<file path="src/rtl/cpu_pkg.sv">
// Shared CPU definitions: PC-source encodings, opcode/funct constants and the fetch-stage state enum.
package cpu_pkg;

  localparam logic [1:0] PCSRC_SEQ  = 2'b00;
  localparam logic [1:0] PCSRC_JUMP = 2'b01;
  localparam logic [1:0] PCSRC_JR   = 2'b10;

  localparam logic [5:0] OPC_RTYPE  = 6'h00;
  localparam logic [5:0] OPC_J      = 6'h02;
  localparam logic [5:0] OPC_JAL    = 6'h03;
  localparam logic [5:0] OPC_BEQ    = 6'h04;

  localparam logic [5:0] FUNCT_JR   = 6'h08;
  localparam logic [5:0] FUNCT_JALR = 6'h09;

  typedef enum logic [1:0] {
    IF_FETCH = 2'd0,
    IF_HOLD  = 2'd1,
    IF_ERR   = 2'd2
  } ifetch_state_e;

  function automatic logic is_word_aligned(input logic [31:0] addr);
    return addr[1:0] == 2'b00;
  endfunction

endpackage

</file>
<file path="src/rtl/ifetch_unit_if.sv">
// Instruction-memory request/ready bus between the fetch stage (master) and instruction memory (slave).
interface ifetch_unit_if;
  logic        imem_req;
  logic [31:0] imem_addr;
  logic        imem_ready;
  logic [31:0] imem_rdata;

  modport master (output imem_req, output imem_addr, input imem_ready, input imem_rdata);
  modport slave  (input imem_req, input imem_addr, output imem_ready, output imem_rdata);
endinterface

</file>
<file path="src/rtl/ifetch_unit_next_pc_calc.sv">
// Combinational next-PC selection: sequential, beq target, j/jal target, jr/jalr register target.
module next_pc_calc
  import cpu_pkg::*;
(
  input  logic [31:0] pc,
  input  logic [25:0] instr_idx,
  input  logic [1:0]  pc_src,
  input  logic        branch,
  input  logic        alu_zero,
  input  logic [31:0] rs_data,
  output logic [31:0] pc_plus4,
  output logic [31:0] next_pc,
  output logic        misaligned
);

  logic [31:0] br_offset;
  logic [31:0] br_target;
  logic [31:0] jump_target;

  assign pc_plus4    = pc + 32'd4;
  assign br_offset   = {{14{instr_idx[15]}}, instr_idx[15:0], 2'b00};
  assign br_target   = pc_plus4 + br_offset;
  assign jump_target = {pc_plus4[31:28], instr_idx, 2'b00};

  // The reserved encoding falls through to the sequential/branch path.
  always_comb begin
    next_pc = pc_plus4;
    case (pc_src)
      PCSRC_JUMP: next_pc = jump_target;
      PCSRC_JR:   next_pc = rs_data;
      default:    next_pc = (branch && alu_zero) ? br_target : pc_plus4;
    endcase
  end

  assign misaligned = !is_word_aligned(next_pc);

endmodule

</file>
<file path="src/rtl/ifetch_unit.sv">
// Fetch stage: owns the PC, fetches one word per instruction over the imem handshake and holds it for decode.
module ifetch_unit
  import cpu_pkg::*;
#(
  parameter logic [31:0] RESET_PC      = 32'h0000_0000,
  parameter int unsigned FETCH_TIMEOUT = 255
) (
  input  logic                 clk,
  input  logic                 reset,
  ifetch_unit_if.master        imem,
  output logic                 instr_valid,
  output logic [31:0]          instr,
  output logic [5:0]           opcode,
  output logic [5:0]           funct,
  output logic [31:0]          pc,
  output logic [31:0]          pc_plus4,
  input  logic                 ex_done,
  input  logic [1:0]           pc_src,
  input  logic                 branch,
  input  logic                 alu_zero,
  input  logic [31:0]          rs_data,
  output logic                 fetch_err
);

  localparam logic [7:0] TIMEOUT_CNT = FETCH_TIMEOUT[7:0];

  ifetch_state_e state_q, state_d;
  logic [31:0]   pc_q, pc_d;
  logic [31:0]   instr_q, instr_d;
  logic [7:0]    cnt_q, cnt_d;
  logic [7:0]    cnt_inc;
  logic [31:0]   next_pc;
  logic          misaligned;

  next_pc_calc u_next_pc (
    .pc         (pc_q),
    .instr_idx  (instr_q[25:0]),
    .pc_src     (pc_src),
    .branch     (branch),
    .alu_zero   (alu_zero),
    .rs_data    (rs_data),
    .pc_plus4   (pc_plus4),
    .next_pc    (next_pc),
    .misaligned (misaligned)
  );

  always_ff @(posedge clk or negedge reset) begin
    if (!reset) begin
      state_q <= IF_FETCH;
      pc_q    <= RESET_PC;
      instr_q <= 32'd0;
      cnt_q   <= 8'd0;
    end else begin
      state_q <= state_d;
      pc_q    <= pc_d;
      instr_q <= instr_d;
      cnt_q   <= cnt_d;
    end
  end

  assign cnt_inc = cnt_q + 8'd1;

  always_comb begin
    state_d = state_q;
    pc_d    = pc_q;
    instr_d = instr_q;
    cnt_d   = cnt_q;
    case (state_q)
      IF_FETCH: begin
        if (imem.imem_ready) begin
          instr_d = imem.imem_rdata;
          cnt_d   = 8'd0;
          state_d = IF_HOLD;
        end else begin
          cnt_d = cnt_inc;
          if (cnt_inc >= TIMEOUT_CNT) state_d = IF_ERR;
        end
      end
      IF_HOLD: begin
        if (ex_done) begin
          if (misaligned) begin
            state_d = IF_ERR;
          end else begin
            pc_d    = next_pc;
            cnt_d   = 8'd0;
            state_d = IF_FETCH;
          end
        end
      end
      IF_ERR:  state_d = IF_ERR;
      default: state_d = IF_ERR;
    endcase
  end

  // Gating with reset drops the request the moment reset asserts, not at the next edge.
  assign imem.imem_req  = (state_q == IF_FETCH) && reset;
  assign imem.imem_addr = pc_q;
  assign instr_valid    = (state_q == IF_HOLD);
  assign fetch_err      = (state_q == IF_ERR);
  assign instr          = instr_q;
  assign opcode         = instr_q[31:26];
  assign funct          = instr_q[5:0];
  assign pc             = pc_q;

endmodule

</file>
<file path="src/flat_wrapper.sv">
// flat-port wrapper written by rule: the top's interface ports become plain ports
module ifetch_unit_flat import cpu_pkg::*;
#(
  parameter logic [31:0] RESET_PC      = 32'h0000_0000,
  parameter int unsigned FETCH_TIMEOUT = 255
)
  (clk, reset, instr_valid, instr, opcode, funct, pc, pc_plus4, ex_done, pc_src, branch, alu_zero, rs_data, fetch_err, imem_imem_req, imem_imem_addr, imem_imem_ready, imem_imem_rdata);
  ifetch_unit_if imem_i ();
  input  logic clk;
  input  logic reset;
  output logic instr_valid;
  output logic [31:0] instr;
  output logic [5:0] opcode;
  output logic [5:0] funct;
  output logic [31:0] pc;
  output logic [31:0] pc_plus4;
  input  logic ex_done;
  input  logic [1:0] pc_src;
  input  logic branch;
  input  logic alu_zero;
  input  logic [31:0] rs_data;
  output logic fetch_err;
  output wire logic [$bits(imem_i.imem_req)-1:0] imem_imem_req;
  output wire logic [$bits(imem_i.imem_addr)-1:0] imem_imem_addr;
  input wire logic [$bits(imem_i.imem_ready)-1:0] imem_imem_ready;
  input wire logic [$bits(imem_i.imem_rdata)-1:0] imem_imem_rdata;
  assign imem_imem_req = imem_i.imem_req;
  assign imem_imem_addr = imem_i.imem_addr;
  assign imem_i.imem_ready = imem_imem_ready;
  assign imem_i.imem_rdata = imem_imem_rdata;
  ifetch_unit #(.RESET_PC(RESET_PC), .FETCH_TIMEOUT(FETCH_TIMEOUT)) u_core (.clk(clk), .reset(reset), .imem(imem_i), .instr_valid(instr_valid), .instr(instr), .opcode(opcode), .funct(funct), .pc(pc), .pc_plus4(pc_plus4), .ex_done(ex_done), .pc_src(pc_src), .branch(branch), .alu_zero(alu_zero), .rs_data(rs_data), .fetch_err(fetch_err));
endmodule
</file>
<file path="config.mk">
export PLATFORM = sky130hd
export DESIGN_NAME = ifetch_unit_flat
export DESIGN_NICKNAME = d
export VERILOG_FILES = /design/src/rtl/cpu_pkg.sv /design/src/rtl/ifetch_unit_if.sv /design/src/rtl/ifetch_unit_next_pc_calc.sv /design/src/rtl/ifetch_unit.sv /design/src/flat_wrapper.sv
export SDC_FILE = /design/constraint.sdc
export NUM_CORES = 1
export LEC_CHECK = 0
export CORE_MARGIN = 2
export CORE_UTILIZATION = 25
export DETAILED_ROUTE_END_ITERATION = 10
export SLEW_MARGIN = 20
export SYNTH_ARGS = -nofsm -noshare
export SYNTH_HDL_FRONTEND = slang
export SYNTH_SLANG_ARGS = --single-unit
</file>
<file path="constraint.sdc">
create_clock -name clk -period 4 [get_ports clk]
set_clock_uncertainty 0.05 [all_clocks]
set_input_delay 0.6 -clock clk [delete_from_list [all_inputs] [get_ports clk]]
set_output_delay 0.6 -clock clk [all_outputs]
set_load 0.02 [all_outputs]
</file>
; Word level (Yosys, flattened, before mapping)
; Cells that the tools add are included.
[word_totals]
out_inout_bits = 143
elab_cells = 35
register_bits = 74
[op_classes]
n_addsub = 3
n_eq_ne = 7
magnitude_cmp = 1
mux = 11
reduce_logical = 9
[ops]
columns = cell, n
row1 = $pmux 32 s2, 1
row2 = $add 32x3->32 const B, 1
row3 = $add 32x32->32, 1
row4 = $mux 32, 1
row5 = $mux 8, 3
row6 = $pmux 8 s2, 1
row7 = $add 8x1->8 const B, 1
row8 = $ge 8x8->1 const B, 1
row9 = $mux 2, 4
row10 = $reduce_and 3->1, 2
row11 = $eq 2x1->1 const B, 2
row12 = $eq 2x2->1 const B, 2
row13 = $logic_not 2->1, 2
row14 = $ne 2x1->1 const B, 2
row15 = $pmux 2 s2, 1
row16 = $reduce_and 2->1, 2
row17 = $ne 3x2->1 const B, 1
row18 = $logic_and 1x1->1, 2
row19 = $reduce_bool 2->1, 1

; Logic depth before layout (Yosys ltp)
[depth]
word_depth = 8
mapped_depth = 17
ltp_nobuf = 15

; Cells and area by module
; A second synthesis with hierarchy kept.
[hier_totals]
hier_cells = 701
hier_area_um2 = 6515.0
[modules_own_cells]
columns = module, area_each_um2, instances, cells_each, seq_area_each_um2
row1 = ifetch_unit, 3504.6, 1, 256, 1851.8
row2 = next_pc_calc, 3010.4, 1, 445, 0.0

; Worst setup path after synthesis
; OpenSTA, ideal clock, no wires.
[synth_timing]
path_type = register to register
start = reg u_core.pc_q[2], in the netlist u_core.imem.imem_addr[2]
end = reg u_core.pc_q[31], in the netlist u_core.imem.imem_addr[31]
path_stages_with_launch = 18
required_time_ns = 3.872
path_buffers = 2
period_less_slack_ns = 4.142
setup_time_ns = 0.078
path_slack_ns = -0.142
t_arrival_ns = 4.014
cell_sequence = dfrtp_1 -> ha_1 -> nand4_1 -> nor4_4 -> and3_1 -> buf_6 -> nand3_1 -> xnor2_1 -> ha_1 -> clkbuf_1 -> a21oi_1 -> o21a_1 -> o2111a_1 -> o21ai_1 -> and3_1 -> a211oi_1 -> mux2_2 -> a21oi_1
[synth_via]
elab_chain_cells = 4
[synth_rtl]
columns = element, line
row1 = from (decl), ifetch_unit.sv:28  ; logic [31:0] pc_q, pc_d;
row2 = from (signal assigned), ifetch_unit.sv:55  ; pc_q <= pc_d;
row3 = $add 32x3->32, ifetch_unit_next_pc_calc.sv:20  ; assign pc_plus4 = pc + 32'd4;
row4 = named net pc_plus4[22], flat_wrapper.sv:16  ; output logic [31:0] pc_plus4;
row5 = $add 32x32->32, ifetch_unit_next_pc_calc.sv:22  ; assign br_target = pc_plus4 + br_offset;
row6 = $mux 32, ifetch_unit_next_pc_calc.sv:31  ; default: next_pc = (branch && alu_zero) ? br_target : pc_plus4;
row7 = $pmux 32 s2, ifetch_unit_next_pc_calc.sv:28  ; case (pc_src)
; The timed path passes the listed nets, and every way through them passes these cells.
; A chain may end at the register's enable or synchronous reset.

; Worst setup path in the final report
[layout_timing]
start = reg u_core.pc_q[3], in the netlist u_core.imem.imem_addr[3]
end = reg u_core.pc_q[31], in the netlist u_core.imem.imem_addr[31]
[layout_via]
elab_chain_cells = 4
[layout_rtl]
columns = element, line
row1 = $add 32x3->32 (*), ifetch_unit_next_pc_calc.sv:20
row2 = $add 32x32->32, ifetch_unit_next_pc_calc.sv:22
row3 = $mux 32, ifetch_unit_next_pc_calc.sv:31
row4 = $pmux 32 s2 (*), ifetch_unit_next_pc_calc.sv:28
; Mark *: on every way between the ends. The rest lies on a longest branch, timed or not.

==> summary.md <==
| Metric | Value |
|---|---|
| Number of enable flip-flop cells after synthesis | 0 |
| Yosys warnings | 0 |
| Finished Core Util | 0.3609 |
| Hold-fix buffer count after cts | 0 |
| Status | complete, no violations |
| Worst hold slack | between 0.1 and 0.15 ns |
| Top FF cell, synth | dfrtp_1 |
| Worst R2R Path Depth | 15 |
| GRT Residual Overflow | 0 |
| CP Class | reg -> reg |
| Max_cap viols | 0 |
| Slew headroom | 0.3387 |
| Placed insts | 1216 |
| Fmax | around 0.26 GHz |
| Worst-margin pin slew | slightly below 1 ns |
| RSZ-0062 raised after global routing | yes |
| Wire per inst | around 19 um |
| Critical Path Sink Type | flop |
| Post-DP HPWL | between 15000 and 20000 um |
| CTS tree | done |
| First-iteration detailed-routing DRC count | between 300 and 400 |
| Worst EP arrival | ~4.1 ns |
| Tcrit/Tclk final | 0.9677 |
| Worst-skew pair later-pin latency | between 0.3 and 0.4 ns |
| Final WL | around 23000 um |
| Area Growth Syn to Fin | 42.78% |
| Routed via count | slightly above 6000 |
| Vias per std cell | between 5 and 6 |
| Root buffer cell | clkbuf_16 |
| Vias in the first global route | roughly 6200 |
| Chip Height | roughly 160 um |
| Count of final setup violators | 0 |
| Core area | 25040 sq um |
| Mapped Nets | 826 |
| Site Rows | a little under 60 |
| Fraction of final layout cells sized beyond drive strength 1 | 0.1422 |
| Post-Syn Area per Cell | between 8 and 9 sq um |
| Final min period | approximately 3.9 ns |
| Worst min path class | in -> async |
| Clock H-tree levels | 3 |
| Slowest CP cell | dfrtp_2 |
| Register area share after synthesis | 0.2926 |
| Cell variety after synth | between 60 and 70 |
| CTS Sinks | 74 |
| Pwr dens | between 800 and 900 nW/um^2 |
| Total power | around 7.4 mW |
| WP buf/inv | 0 |
| Worst vdd ir | 0.2905 mV |
| Die ar. | around 27000 sq um |
| Area after DPL | 8676 sq um |
| Clock transition at path regs | about 0.06 ns |
| Leakage | approximately 3.7 nW |
| Synth async-reset ratio | 1.000 |
| Critical Path Stages | 15 |
| Post-route insts no fill | ~1200 |
| # IOs | around 220 |
| Largest cells by area after synthesis | dfrtp_1 29%, ha_1 7.5%, mux2_2 5.9% |
| GP Congestion | slightly below 0.9 |
| Delay-heaviest family, CP | simple AND/OR/NAND/NOR gates |
| Inserted Diodes | 0 |
| Width of the chip | approximately 160 um |
| Remaining antenna violation count | 0 |
| Flops & latches, synth | 74 |
| Reg-to-Reg Start | u_core.imem.imem_addr[3] |
| Reg2Reg Capture Point | u_core.imem.imem_addr[31] |
| Worst Path Max Fanout | 6 |
| Mapped Cells | about 700 |
| Number of fill cells | 2607 |
| Max incr delay on CP | roughly 0.42 ns |
| Critical Path Source Type | flop |
| Initial Utilization | 0.2528 |
| Total Nets Final | between 1000 and 1500 |
| Yosys top cell by area | dfrtp_1 |
| Initial antenna violation count | 1 |
| WP data required | 4.22 ns |
| Design area | 9036 sq um |
| Clock Tree Buf Depth | 2 |
| CP cell instances | ha_2 > nand4_1 > nor4_4 > and3_4 > nand3_1 > xnor2_2 > ha_2 > a21oi_2 > o21a_1 > o2111a_1 > a21oi_1 > and3_1 > a211oi_1 > mux2_2 > a21oi_1 |
| Final hold violation count | 0 |
| Gr usage total | 0.1756 |
| Num CTS Buffers | 9 |
| Synth Cell Area | 6329 sq um |
| Fin. max-slew vios | 0 |
| Top cell type's share of synthesized area | 0.2926 |
| DRC | 0 |
| Port-buffer cells | ~210 |
| Reg2reg setup slack | about 0.13 ns |
| First-pass GRT wire length | ~36000 um |
| Pin count of the biggest net entering global routing | 50 |
| First-pass iteration count of the detailed router | 5 |
worst max-delay path by stage:
stage	from	endpoint	slack [ns]
floorplan	u_core.imem.imem_addr[2]	u_core.imem.imem_addr[26]	0.007
global placement	u_core.imem.imem_addr[3]	u_core.imem.imem_addr[31]	0.16
detailed placement	u_core.imem.imem_addr[3]	u_core.imem.imem_addr[31]	0.02
CTS	u_core.imem.imem_addr[3]	u_core.imem.imem_addr[31]	0.05
global route	u_core.imem.imem_addr[3]	u_core.imem.imem_addr[31]	-0.08
finish	u_core.imem.imem_addr[3]	u_core.imem.imem_addr[31]	0.13
through the flow:
step,worst slack [ns],setup TNS (ns)
after floorplan,0.006553,0
after global placement,0.1575,0
after detailed placement,0.02153,0
after CTS,0.05136,0
after global routing,-0.08362,-0.1377
final,0.1293,0
worst register-to-register path: stages (launching register included):
cell      delay, ns
dfrtp_2        0.42
ha_2           0.23
nand4_1        0.22
nor4_4         0.34
and3_4         0.29
nand3_1        0.13
xnor2_2        0.18
ha_2           0.34
a21oi_2        0.16
o21a_1         0.21
o2111a_1       0.21
a21oi_1        0.05
and3_1         0.17
a211oi_1       0.25
mux2_2         0.37
a21oi_1        0.15
Yosys cell counts (4+ instances only):
master    count
a21o_1       22
o21ai_0      44
o221ai_1     12
nor2b_1       4
o21bai_1      7
and3_1       14
o31ai_1       5
xnor2_1      32
buf_4        46
a31oi_1       7
a311oi_1      5
a221o_1      13
a211oi_1      9
a221oi_1     17
nand2b_1      4
xor2_1       19
dfrtp_1      74
nand3_1      24
clkbuf_1     28
nand4_1      12
and2_1        7
inv_1        17
ha_1         38
nor3_1        9
nor2_1       36
mux2_2       33
a21oi_1      46
o21a_1        4
nand2_1      64
layout by cell type, fill, tap and decap left out, drive strengths merged, types with 3 or more instances in the layout:
| cell | n |
|---|---|
| nand4 | 13 |
| a21o | 23 |
| a31oi | 7 |
| xnor2 | 32 |
| o31ai | 5 |
| and4 | 3 |
| o21bai | 7 |
| o21ai | 47 |
| clkbuf | 12 |
| buf | 44 |
| dfrtp | 74 |
| and2 | 7 |
| or4 | 3 |
| o221ai | 12 |
| o21a | 4 |
| nand2b | 4 |
| o22ai | 3 |
| inv | 17 |
| or3 | 3 |
| or2 | 3 |
| a311oi | 5 |
| nor4 | 5 |
| a221oi | 17 |
| clkdlybuf4s50 | 213 |
| nor2 | 37 |
| ha | 38 |
| nor3 | 10 |
| a21oi | 46 |
| a221o | 13 |
| nand2 | 65 |
| o211ai | 4 |
| and3 | 17 |
| o211a | 3 |
| mux2 | 33 |
| nand3 | 24 |
| a211oi | 10 |
| nor2b | 4 |
| clkinv | 3 |
| xor2 | 19 |
cell type report:
cell class              instances  area (sq um)  area share
clock buffers                  12         256.5     0.02839
clock inverters                 4         26.28    0.002908
inverters                      17         63.81    0.007062
multi-input cells             543          3959      0.4381
flip-flops and latches         74          1856      0.2053
well taps                     330         412.9     0.04569
repair buffers                257          2462      0.2725
power by group:
part	internal, mW	switching [mW]
Clock	0.454	0.348
Combinational	2.42	2.76
Sequential	1.01	0.417
kinds of logic after synthesis:
kind of cell,count (synthesis),synth area share
fa+ha+maj,39,0.07829
xor+xnor,51,0.07058
compound gates,218,0.2420
mux,33,0.05872
buf+inv,98,0.09015
flops,74,0.2926
simple gates,202,0.1677
layer usage:
| layer | wire length, um | track usage | part of all wire |
|---|---|---|---|
| met3 | 1394 | 0.04317 | 0.060 |
| met2 | 10290 | 0.2729 | 0.44 |
| met4 | 642 | 0.06436 | 0.028 |
| met1 | 10900 | 0.2360 | 0.47 |
| met5 | 0 | 0 | 0 |
repair_timing:
item / CTS / global route
resized for setup: 1 / 13
buffers inserted: 0 / 5
setup endpoints to repair: 1 / 7
pin swaps: 0 / 4
gates cloned: 0 / 0
registers in the layout, summed over array words and instances, names as in the netlist:
register	flops
u_core.state_q	2
u_core.imem.imem_addr	32
u_core.instr	32
u_core.cnt_q	8
Power figures use the tool's default switching activity.
